<file path="config.mk">
export PLATFORM = sky130hd
export DESIGN_NAME = sp_ram_rr_arbiter_flat
export DESIGN_NICKNAME = d
export VERILOG_FILES = /design/src/rtl/sp_ram_rr_arbiter_if.sv /design/src/rtl/sp_ram_rr_arbiter.sv /design/src/flat_wrapper.sv
export SDC_FILE = /design/constraint.sdc
export NUM_CORES = 1
export LEC_CHECK = 0
export CAP_MARGIN = 10
export CORE_ASPECT_RATIO = 0.75
export CORE_UTILIZATION = 42
export DETAILED_ROUTE_END_ITERATION = 10
export GPL_TIMING_DRIVEN = 0
export PLACE_DENSITY = 0.84
export SLEW_MARGIN = 0
export SYNTH_ARGS = -nofsm -noshare
export SYNTH_HDL_FRONTEND = slang
export SYNTH_SLANG_ARGS = --single-unit
</file>
<file path="constraint.sdc">
create_clock -name clk -period 1.82 [get_ports clk]
set_input_delay 0.182 -clock clk [delete_from_list [all_inputs] [get_ports clk]]
set_output_delay 0.182 -clock clk [all_outputs]
set_load 0.005 [all_outputs]
</file>
<file path="src/rtl/sp_ram_rr_arbiter_if.sv">
// Bus bundle between the two requesters, the round-robin arbiter and the single-port RAM.
// Handshake: x_req is held with stable x_we/x_addr/x_wdata until a cycle in which x_gnt is high;
// that cycle is the transfer. Dropping x_req before the grant withdraws the request. x_rvalid is a
// one-cycle pulse with no backpressure; x_rdata holds the last returned word.
interface sp_ram_rr_arbiter_if #(
  parameter int unsigned ADDR_WIDTH = 6,
  parameter int unsigned DATA_WIDTH = 8
);
  logic                  a_req;
  logic                  a_we;
  logic [ADDR_WIDTH-1:0] a_addr;
  logic [DATA_WIDTH-1:0] a_wdata;
  logic                  a_gnt;
  logic                  a_rvalid;
  logic [DATA_WIDTH-1:0] a_rdata;

  logic                  b_req;
  logic                  b_we;
  logic [ADDR_WIDTH-1:0] b_addr;
  logic [DATA_WIDTH-1:0] b_wdata;
  logic                  b_gnt;
  logic                  b_rvalid;
  logic [DATA_WIDTH-1:0] b_rdata;

  logic                  ram_we;
  logic [ADDR_WIDTH-1:0] ram_addr;
  logic [DATA_WIDTH-1:0] ram_data;
  logic [DATA_WIDTH-1:0] ram_q;

  logic                  busy;
  logic                  dbg_ptr;   // 1 = B holds priority
  logic                  dbg_init;  // 1 while the init sweep runs

  modport slave (
    input  a_req, a_we, a_addr, a_wdata,
    input  b_req, b_we, b_addr, b_wdata,
    input  ram_q,
    output a_gnt, a_rvalid, a_rdata,
    output b_gnt, b_rvalid, b_rdata,
    output ram_we, ram_addr, ram_data,
    output busy, dbg_ptr, dbg_init
  );

  modport master (
    output a_req, a_we, a_addr, a_wdata,
    output b_req, b_we, b_addr, b_wdata,
    output ram_q,
    input  a_gnt, a_rvalid, a_rdata,
    input  b_gnt, b_rvalid, b_rdata,
    input  ram_we, ram_addr, ram_data,
    input  busy, dbg_ptr, dbg_init
  );
endinterface

</file>
<file path="src/rtl/sp_ram_rr_arbiter.sv">
// Two-port round-robin arbiter in front of a single-port synchronous RAM (1-cycle read latency).
// Optional SP_RAM_ARB_INIT_EN: after reset, sweep INIT_VALUE into every address while busy is high.
module sp_ram_rr_arbiter #(
  parameter int unsigned ADDR_WIDTH = 6,
  parameter int unsigned DATA_WIDTH = 8,
  parameter int unsigned INIT_VALUE = 0
) (
  input  logic                 clk,
  input  logic                 rst_n,
  sp_ram_rr_arbiter_if.slave   bus
);

  localparam logic [DATA_WIDTH-1:0] InitWord = DATA_WIDTH'(INIT_VALUE);

  logic                  ptr_q, ptr_d;
  logic                  a_rd_q, b_rd_q;
  logic [DATA_WIDTH-1:0] a_rdata_q, b_rdata_q;
  logic [ADDR_WIDTH-1:0] addr_q;
  logic [DATA_WIDTH-1:0] data_q;

  logic                  busy;
  logic                  init_we;
  logic [ADDR_WIDTH-1:0] init_addr;

`ifdef SP_RAM_ARB_INIT_EN
  localparam logic [ADDR_WIDTH-1:0] LastAddr = '1;

  typedef enum logic {S_INIT, S_ARB} state_e;

  state_e                state_q;
  logic [ADDR_WIDTH-1:0] cnt_q;
  logic                  busy_q;

  always_ff @(posedge clk or negedge rst_n) begin
    if (!rst_n) begin
      state_q <= S_INIT;
      cnt_q   <= '0;
      busy_q  <= 1'b1;
    end else if (state_q == S_INIT) begin
      // Counter wraps to 0 on the last address, so it is clean for any later use.
      cnt_q <= cnt_q + 1'b1;
      if (cnt_q == LastAddr) begin
        state_q <= S_ARB;
        busy_q  <= 1'b0;
      end
    end
  end

  assign busy         = busy_q;
  assign init_we      = rst_n & busy_q;
  assign init_addr    = cnt_q;
  assign bus.dbg_init = (state_q == S_INIT);
`else
  assign busy         = 1'b0;
  assign init_we      = 1'b0;
  assign init_addr    = '0;
  assign bus.dbg_init = 1'b0;
`endif

  // Grants are masked during reset so outputs sit at their reset values while rst_n is low.
  logic arb_ok, a_win, b_win;
  assign arb_ok = rst_n & ~busy;
  assign a_win  = arb_ok & bus.a_req & (~bus.b_req | ~ptr_q);
  assign b_win  = arb_ok & bus.b_req & (~bus.a_req |  ptr_q);

  logic                  ram_we_c;
  logic [ADDR_WIDTH-1:0] ram_addr_c;
  logic [DATA_WIDTH-1:0] ram_data_c;

  always_comb begin
    ram_we_c   = 1'b0;
    ram_addr_c = addr_q;
    ram_data_c = data_q;
    ptr_d      = ptr_q;
    if (a_win) begin
      ram_we_c   = bus.a_we;
      ram_addr_c = bus.a_addr;
      ram_data_c = bus.a_wdata;
      ptr_d      = 1'b1;
    end else if (b_win) begin
      ram_we_c   = bus.b_we;
      ram_addr_c = bus.b_addr;
      ram_data_c = bus.b_wdata;
      ptr_d      = 1'b0;
    end else if (init_we) begin
      ram_we_c   = 1'b1;
      ram_addr_c = init_addr;
      ram_data_c = InitWord;
    end
  end

  always_ff @(posedge clk or negedge rst_n) begin
    if (!rst_n) begin
      ptr_q     <= 1'b0;
      a_rd_q    <= 1'b0;
      b_rd_q    <= 1'b0;
      a_rdata_q <= '0;
      b_rdata_q <= '0;
      addr_q    <= '0;
      data_q    <= '0;
    end else begin
      ptr_q  <= ptr_d;
      a_rd_q <= a_win & ~bus.a_we;
      b_rd_q <= b_win & ~bus.b_we;
      if (a_rd_q) a_rdata_q <= bus.ram_q;
      if (b_rd_q) b_rdata_q <= bus.ram_q;
      addr_q <= ram_addr_c;
      data_q <= ram_data_c;
    end
  end

  // RAM q is forwarded in the return cycle and latched so rdata holds until the next return.
  assign bus.a_gnt    = a_win;
  assign bus.b_gnt    = b_win;
  assign bus.a_rvalid = a_rd_q;
  assign bus.b_rvalid = b_rd_q;
  assign bus.a_rdata  = a_rd_q ? bus.ram_q : a_rdata_q;
  assign bus.b_rdata  = b_rd_q ? bus.ram_q : b_rdata_q;
  assign bus.ram_we   = ram_we_c;
  assign bus.ram_addr = ram_addr_c;
  assign bus.ram_data = ram_data_c;
  assign bus.busy     = busy;
  assign bus.dbg_ptr  = ptr_q;

endmodule

</file>
<file path="src/flat_wrapper.sv">
// flat-port wrapper written by rule: the top's interface ports become plain ports
module sp_ram_rr_arbiter_flat 
#(
  parameter int unsigned ADDR_WIDTH = 6,
  parameter int unsigned DATA_WIDTH = 8,
  parameter int unsigned INIT_VALUE = 0
)
  (clk, rst_n, bus_a_req, bus_a_we, bus_a_addr, bus_a_wdata, bus_b_req, bus_b_we, bus_b_addr, bus_b_wdata, bus_ram_q, bus_a_gnt, bus_a_rvalid, bus_a_rdata, bus_b_gnt, bus_b_rvalid, bus_b_rdata, bus_ram_we, bus_ram_addr, bus_ram_data, bus_busy, bus_dbg_ptr, bus_dbg_init);
  sp_ram_rr_arbiter_if #(.ADDR_WIDTH(ADDR_WIDTH), .DATA_WIDTH(DATA_WIDTH)) bus_i ();
  input  logic clk;
  input  logic rst_n;
  input wire logic [$bits(bus_i.a_req)-1:0] bus_a_req;
  input wire logic [$bits(bus_i.a_we)-1:0] bus_a_we;
  input wire logic [$bits(bus_i.a_addr)-1:0] bus_a_addr;
  input wire logic [$bits(bus_i.a_wdata)-1:0] bus_a_wdata;
  input wire logic [$bits(bus_i.b_req)-1:0] bus_b_req;
  input wire logic [$bits(bus_i.b_we)-1:0] bus_b_we;
  input wire logic [$bits(bus_i.b_addr)-1:0] bus_b_addr;
  input wire logic [$bits(bus_i.b_wdata)-1:0] bus_b_wdata;
  input wire logic [$bits(bus_i.ram_q)-1:0] bus_ram_q;
  output wire logic [$bits(bus_i.a_gnt)-1:0] bus_a_gnt;
  output wire logic [$bits(bus_i.a_rvalid)-1:0] bus_a_rvalid;
  output wire logic [$bits(bus_i.a_rdata)-1:0] bus_a_rdata;
  output wire logic [$bits(bus_i.b_gnt)-1:0] bus_b_gnt;
  output wire logic [$bits(bus_i.b_rvalid)-1:0] bus_b_rvalid;
  output wire logic [$bits(bus_i.b_rdata)-1:0] bus_b_rdata;
  output wire logic [$bits(bus_i.ram_we)-1:0] bus_ram_we;
  output wire logic [$bits(bus_i.ram_addr)-1:0] bus_ram_addr;
  output wire logic [$bits(bus_i.ram_data)-1:0] bus_ram_data;
  output wire logic [$bits(bus_i.busy)-1:0] bus_busy;
  output wire logic [$bits(bus_i.dbg_ptr)-1:0] bus_dbg_ptr;
  output wire logic [$bits(bus_i.dbg_init)-1:0] bus_dbg_init;
  assign bus_i.a_req = bus_a_req;
  assign bus_i.a_we = bus_a_we;
  assign bus_i.a_addr = bus_a_addr;
  assign bus_i.a_wdata = bus_a_wdata;
  assign bus_i.b_req = bus_b_req;
  assign bus_i.b_we = bus_b_we;
  assign bus_i.b_addr = bus_b_addr;
  assign bus_i.b_wdata = bus_b_wdata;
  assign bus_i.ram_q = bus_ram_q;
  assign bus_a_gnt = bus_i.a_gnt;
  assign bus_a_rvalid = bus_i.a_rvalid;
  assign bus_a_rdata = bus_i.a_rdata;
  assign bus_b_gnt = bus_i.b_gnt;
  assign bus_b_rvalid = bus_i.b_rvalid;
  assign bus_b_rdata = bus_i.b_rdata;
  assign bus_ram_we = bus_i.ram_we;
  assign bus_ram_addr = bus_i.ram_addr;
  assign bus_ram_data = bus_i.ram_data;
  assign bus_busy = bus_i.busy;
  assign bus_dbg_ptr = bus_i.dbg_ptr;
  assign bus_dbg_init = bus_i.dbg_init;
  sp_ram_rr_arbiter #(.ADDR_WIDTH(ADDR_WIDTH), .DATA_WIDTH(DATA_WIDTH), .INIT_VALUE(INIT_VALUE)) u_core (.clk(clk), .rst_n(rst_n), .bus(bus_i));
endmodule
</file>
# After elaboration in Yosys (flattened, before gate mapping)
# Index checks and enable logic that the tools add are counted.
dict set report word_totals {
  latchBits 0
  elab_cells 31
  reg_bits 33
  ramBits 0
  romBits 0
  output_inout_bits 38
  mem_count 0
}
dict set report classes {
  n_mul 0
  n_bitwise 13
  mux 10
  n_addsub 0
  shift 0
  n_div 0
  n_eq_ne 0
  order_cmp 0
  reduce_logical 1
}
# operator count
set ops {}
lappend ops {{$mux W8} 4}
lappend ops {{$mux W6} 2}
lappend ops {{$and A1 B1 Y1} 6}
lappend ops {{$not A1 Y1} 5}
lappend ops {{$mux W1} 4}
lappend ops {{$or A1 B1 Y1} 2}
lappend ops {{$reduce_bool A2 Y1} 1}

# Longest topological paths before layout
dict set report depth {
  word_depth 5
  mapped_depth 5
  depth_no_buf 3
}

# Worst setup path after synthesis
# OpenSTA, ideal clock, no wires.
dict set report synth_path {
  path_type {flip-flop to output port}
  start {reg u_core.ptr_q (netlist: u_core.bus.dbg_ptr)}
  end {out bus_ram_addr[0]}
  required_time_ns 1.638
  t_arrival_ns 1.086
  stages_incl_launch_ff 5
  setup_slack_ns 0.552
  path_cell_list {dfrtp_1 inv_1 a21oi_4 buf_6 a221oi_1}
}
dict set report synth_via {
  elab_chain_len 4
  elab_cells_between_ends 7
  classes_between {2 x mux; 5 x bitwise}
}
# item line_no
set synth_lines {}
lappend synth_lines {{start: declaration} sp_ram_rr_arbiter.sv:15} ;# logic ptr_q, ptr_d;
lappend synth_lines {{start signal: assignment} sp_ram_rr_arbiter.sv:102} ;# ptr_q <= ptr_d;
lappend synth_lines {{$or A1 B1 Y1} sp_ram_rr_arbiter.sv:64} ;# assign b_win = arb_ok & bus.b_req & (~bus.a_req | ptr_q);
lappend synth_lines {{$and A1 B1 Y1} sp_ram_rr_arbiter.sv:64}
lappend synth_lines {{named net bus_b_gnt} flat_wrapper.sv:24} ;# output wire logic [$bits(bus_i.b_gnt)-1:0] bus_b_gnt;
lappend synth_lines {{$mux W6} sp_ram_rr_arbiter.sv:80} ;# end else if (b_win) begin
lappend synth_lines {{$mux W6} sp_ram_rr_arbiter.sv:75} ;# if (a_win) begin
lappend synth_lines {{end: declaration} flat_wrapper.sv:28} ;# output wire logic [$bits(bus_i.ram_addr)-1:0] bus_ram_addr;
# The timed path passes the listed nets, and every way through them passes these cells.

# Worst setup path after layout
dict set report layout_path {
  start {reg u_core.ptr_q (netlist: u_core.bus.dbg_ptr)}
  end {out bus_ram_data[6]}
}
dict set report layout_via {
  elab_chain_len 4
  elab_cells_between_ends 7
  classes_between {2 x mux; 5 x bitwise}
}
# item line_no
set layout_lines {}
lappend layout_lines {{$or A1 B1 Y1 / $not A1 Y1 (equally long branches)} {sp_ram_rr_arbiter.sv:64, sp_ram_rr_arbiter.sv:63}}
lappend layout_lines {{$and A1 B1 Y1 / $or A1 B1 Y1 (equally long branches)} {sp_ram_rr_arbiter.sv:64, sp_ram_rr_arbiter.sv:63}}
lappend layout_lines {{$mux W8 / $and A1 B1 Y1 (equally long branches)} {sp_ram_rr_arbiter.sv:80, sp_ram_rr_arbiter.sv:63}}
lappend layout_lines {{$mux W8 *} sp_ram_rr_arbiter.sv:75}
lappend layout_lines {{end: declaration} flat_wrapper.sv:29} ;# output wire logic [$bits(bus_i.ram_data)-1:0] bus_ram_data;
# Mark *: on every way between the ends. The rest lies on a longest branch, timed or not.

==> impl_results.md <==
* HPWL Detailed at around 3200 um
* Post-route DRC violation count at 0
* CTS tree: done
* RSZ-0062 raised after global routing: yes
* Commonest non-fill, non-tap cell in the layout: clkdlybuf4s50_1
* Final Instance Area at around 2800 um2
* GRT Util Overall at about a quarter
* Met2 usage at between 40% and 50%
* Die outline width at 72.44 um
* Register area share after synthesis at a little over half
* Worst-Skew Late Latency at approximately 0.28 ns
* Layout cells sized above 1 at 35.78%
* Row cnt at 18
* Port Buf Inserts at 76
* Met3 usage at about 4.8%
* Initial antenna violation count at 0
* Core ar. at roughly 3400 um2
* Cell taking the most area after synthesis: dfrtp_1
* Vias in the first global route at between 1000 and 1500
* Setup TNS at -0.01568 ns
* Diode count at 0
* Nets at between 200 and 300
* Critical path required time at about 1.6 ns
* Most Crowded Layer GR: met2
* Final Critical Period at 1.836 ns
* Placed cell area at roughly 2400 um2
* Clock-pin slew on the worst setup and hold paths at approximately 0.07 ns
* First-pass GRT wire length at between 6000 and 7000 um
* Iteration-0 DRC count of the detailed router at 90
* CP max FO at 6
* Final Skew at 0.007791 ns
* Main synth FF type: dfrtp_1
* Status: finished, violations left
* Failing checks: negative setup slack
* Syn_area_per_cell at 12.02 um2
* Most frequent cells in the layout: clkdlybuf4s50_1, dfrtp_1, o22ai_1
* Clock Path Buffers at 2
* Clock root buffer: clkbuf_8
* Synth warn at 0
* Total wire length at around 5100 um
* Worst IR Drop VDD at ~670 uV
* Largest cells by area after synthesis: dfrtp_1, mux2_2, o22ai_1
* Leakage at 1.314 nW
* Hold_ws at approximately 0.35 ns
* Die Ht at roughly 55 um
* Via count at roughly 1500
* Kind of critical path: reg -> out
* Tot Pwr at about 2.4 mW
* Largest net degree at the start of global routing at 34
* Antenna Nets Post-Route at 0
* Seq cells post-synth at 33
* Final setup fails at 1
* CTS sink count at 33
* H-tree depth at 2
* Mapped cell area at 1563 um2
* Starting Density at between 40% and 50%
* Vias per cell at 5.372
* Total grt overflow at 0
* Final GP Congestion at 0.7730
* Post-layout util at roughly 82%
* Full die area at roughly 4000 um2
* Worst Setup Start Kind: register
* Max-slew violation count at 0
* Clock buffer count from CTS at 5
* PnR worst setup slack at -0.01568 ns
* Fill cells at roughly 200
* Post-synth top area share at about 53%
* Endpoint class of the critical path: output pin
* Yosys cell types at 18
* Post-Syn Instances at between 100 and 150
* EDFF count, synth at 0
* Synth-to-Final Area Change at 79.58%
* Max-cap violation count at 0
* Pwr dens at 859.6 nW/um2
* Met1 GRT Util at between 20 and 30%
* Hold Path Class: in -> reg
* # IOs at 80
* Peak Freq at 544.8 MHz
* Final hold vios at 0
* Async SR Flop Fraction at 100.0%
* Tcrit/Tclk final at 100.9%
* Routed len/inst at between 15 and 20 um
* DRT Pass-1 Iters at 5
* CP arrival at roughly 1.7 ns
layout make-up:
| cell class | instances | area (um2) | area share (%) |
|---|---|---|---|
| buffer | 12 | 117.6 | 4.191 |
| tap | 50 | 62.56 | 2.229 |
| timing repair buffer | 94 | 907.1 | 32.32 |
| multi-input combinational | 70 | 747.0 | 26.62 |
| clock buffer | 7 | 86.33 | 3.076 |
| inverter | 16 | 60.06 | 2.140 |
| sequential | 33 | 825.8 | 29.42 |
critical path, cell delays in order (launching register included):
cell and delay, ns:
dfrtp_1 0.43, inv_2 0.09, a21oi_4 0.09, buf_8 0.15, buf_8 0.14, a221oi_4 0.30, buf_2 0.17
state kept, by name, summed over array words and instances (netlist names):
signal               count
u_core.bus.b_rvalid      1
u_core.data_q            8
u_core.a_rdata_q         8
u_core.b_rdata_q         8
u_core.bus.a_rvalid      1
u_core.bus.dbg_ptr       1
u_core.addr_q            6
path summary, 6_finish.rpt:
kind | depth (start not counted) | startpoint | endpoint | slack, ns
setup / recovery | 6 | u_core.bus.dbg_ptr$_DFFE_PN0P_ | bus_ram_data[6] | -0.02
hold / removal | 5 | rst_n | u_core.bus.dbg_ptr$_DFFE_PN0P_ | 0.35
setup reg to reg | 6 | u_core.bus.dbg_ptr$_DFFE_PN0P_ | u_core.addr_q[0]$_DFF_PN0_ | 0.42
hold reg to reg | 1 | u_core.b_rdata_q[1]$_DFF_PN0_ | u_core.b_rdata_q[1]$_DFF_PN0_ | 0.50
max in group asynchronous | 3 | rst_n | u_core.data_q[5]$_DFF_PN0_ | 1.17
min in group asynchronous | 3 | rst_n | u_core.addr_q[5]$_DFF_PN0_ | 0.46
synthesized netlist by cell type, types with 2 or more instances:
| cell | count |
|---|---|
| inv_1 | 16 |
| buf_2 | 4 |
| mux2_2 | 16 |
| dfrtp_1 | 33 |
| buf_6 | 4 |
| nand2_4 | 2 |
| a221oi_1 | 13 |
| buf_4 | 4 |
| nand2_1 | 2 |
| o22ai_1 | 28 |
timing repair:
action                     4_1_cts  5_1_grt
hold buffers                     2        0
gates resized for setup         60       29
setup buffers                    4       12
setup endpoints to repair       33       27
pin swaps                        6        3
hold endpoints to repair        33        0
cell families (layout without fill, tap and decap cells):
logic type,count (synthesis),after routing,share of synthesized area (%)
flip-flops,33,33,52.84
other,1,2,0.2400
buffers and inverters,28,129,9.928
multiplexers,16,16,11.53
AND/OR/NAND/NOR,7,7,4.084
AO/OA/AOI/OAI,45,45,21.38
through the flow:
step                      cells  setup slack (ns)
after detailed placement    257           -0.6977
after CTS                   270         0.0004564
after global placement      257            -1.583
final                       282          -0.01568
after global routing        282          -0.06395
after floorplan             131            0.5517
power by group:
group	leakage (nW)	switching [mW]	internal [mW]
Sequential	0.389	0.0693	0.886
Clock	0.0443	0.253	0.300
Combinational	0.880	0.364	0.540
layer usage:
| layer | share of wire, % | wire length (um) |
|---|---|---|
| met1 | 41 | 2097 |
| met2 | 51 | 2603 |
| met3 | 4.2 | 211 |
| met4 | 3.3 | 170 |
| met5 | 0 | 0 |
No activity file was read; power rests on OpenSTA's default activity.
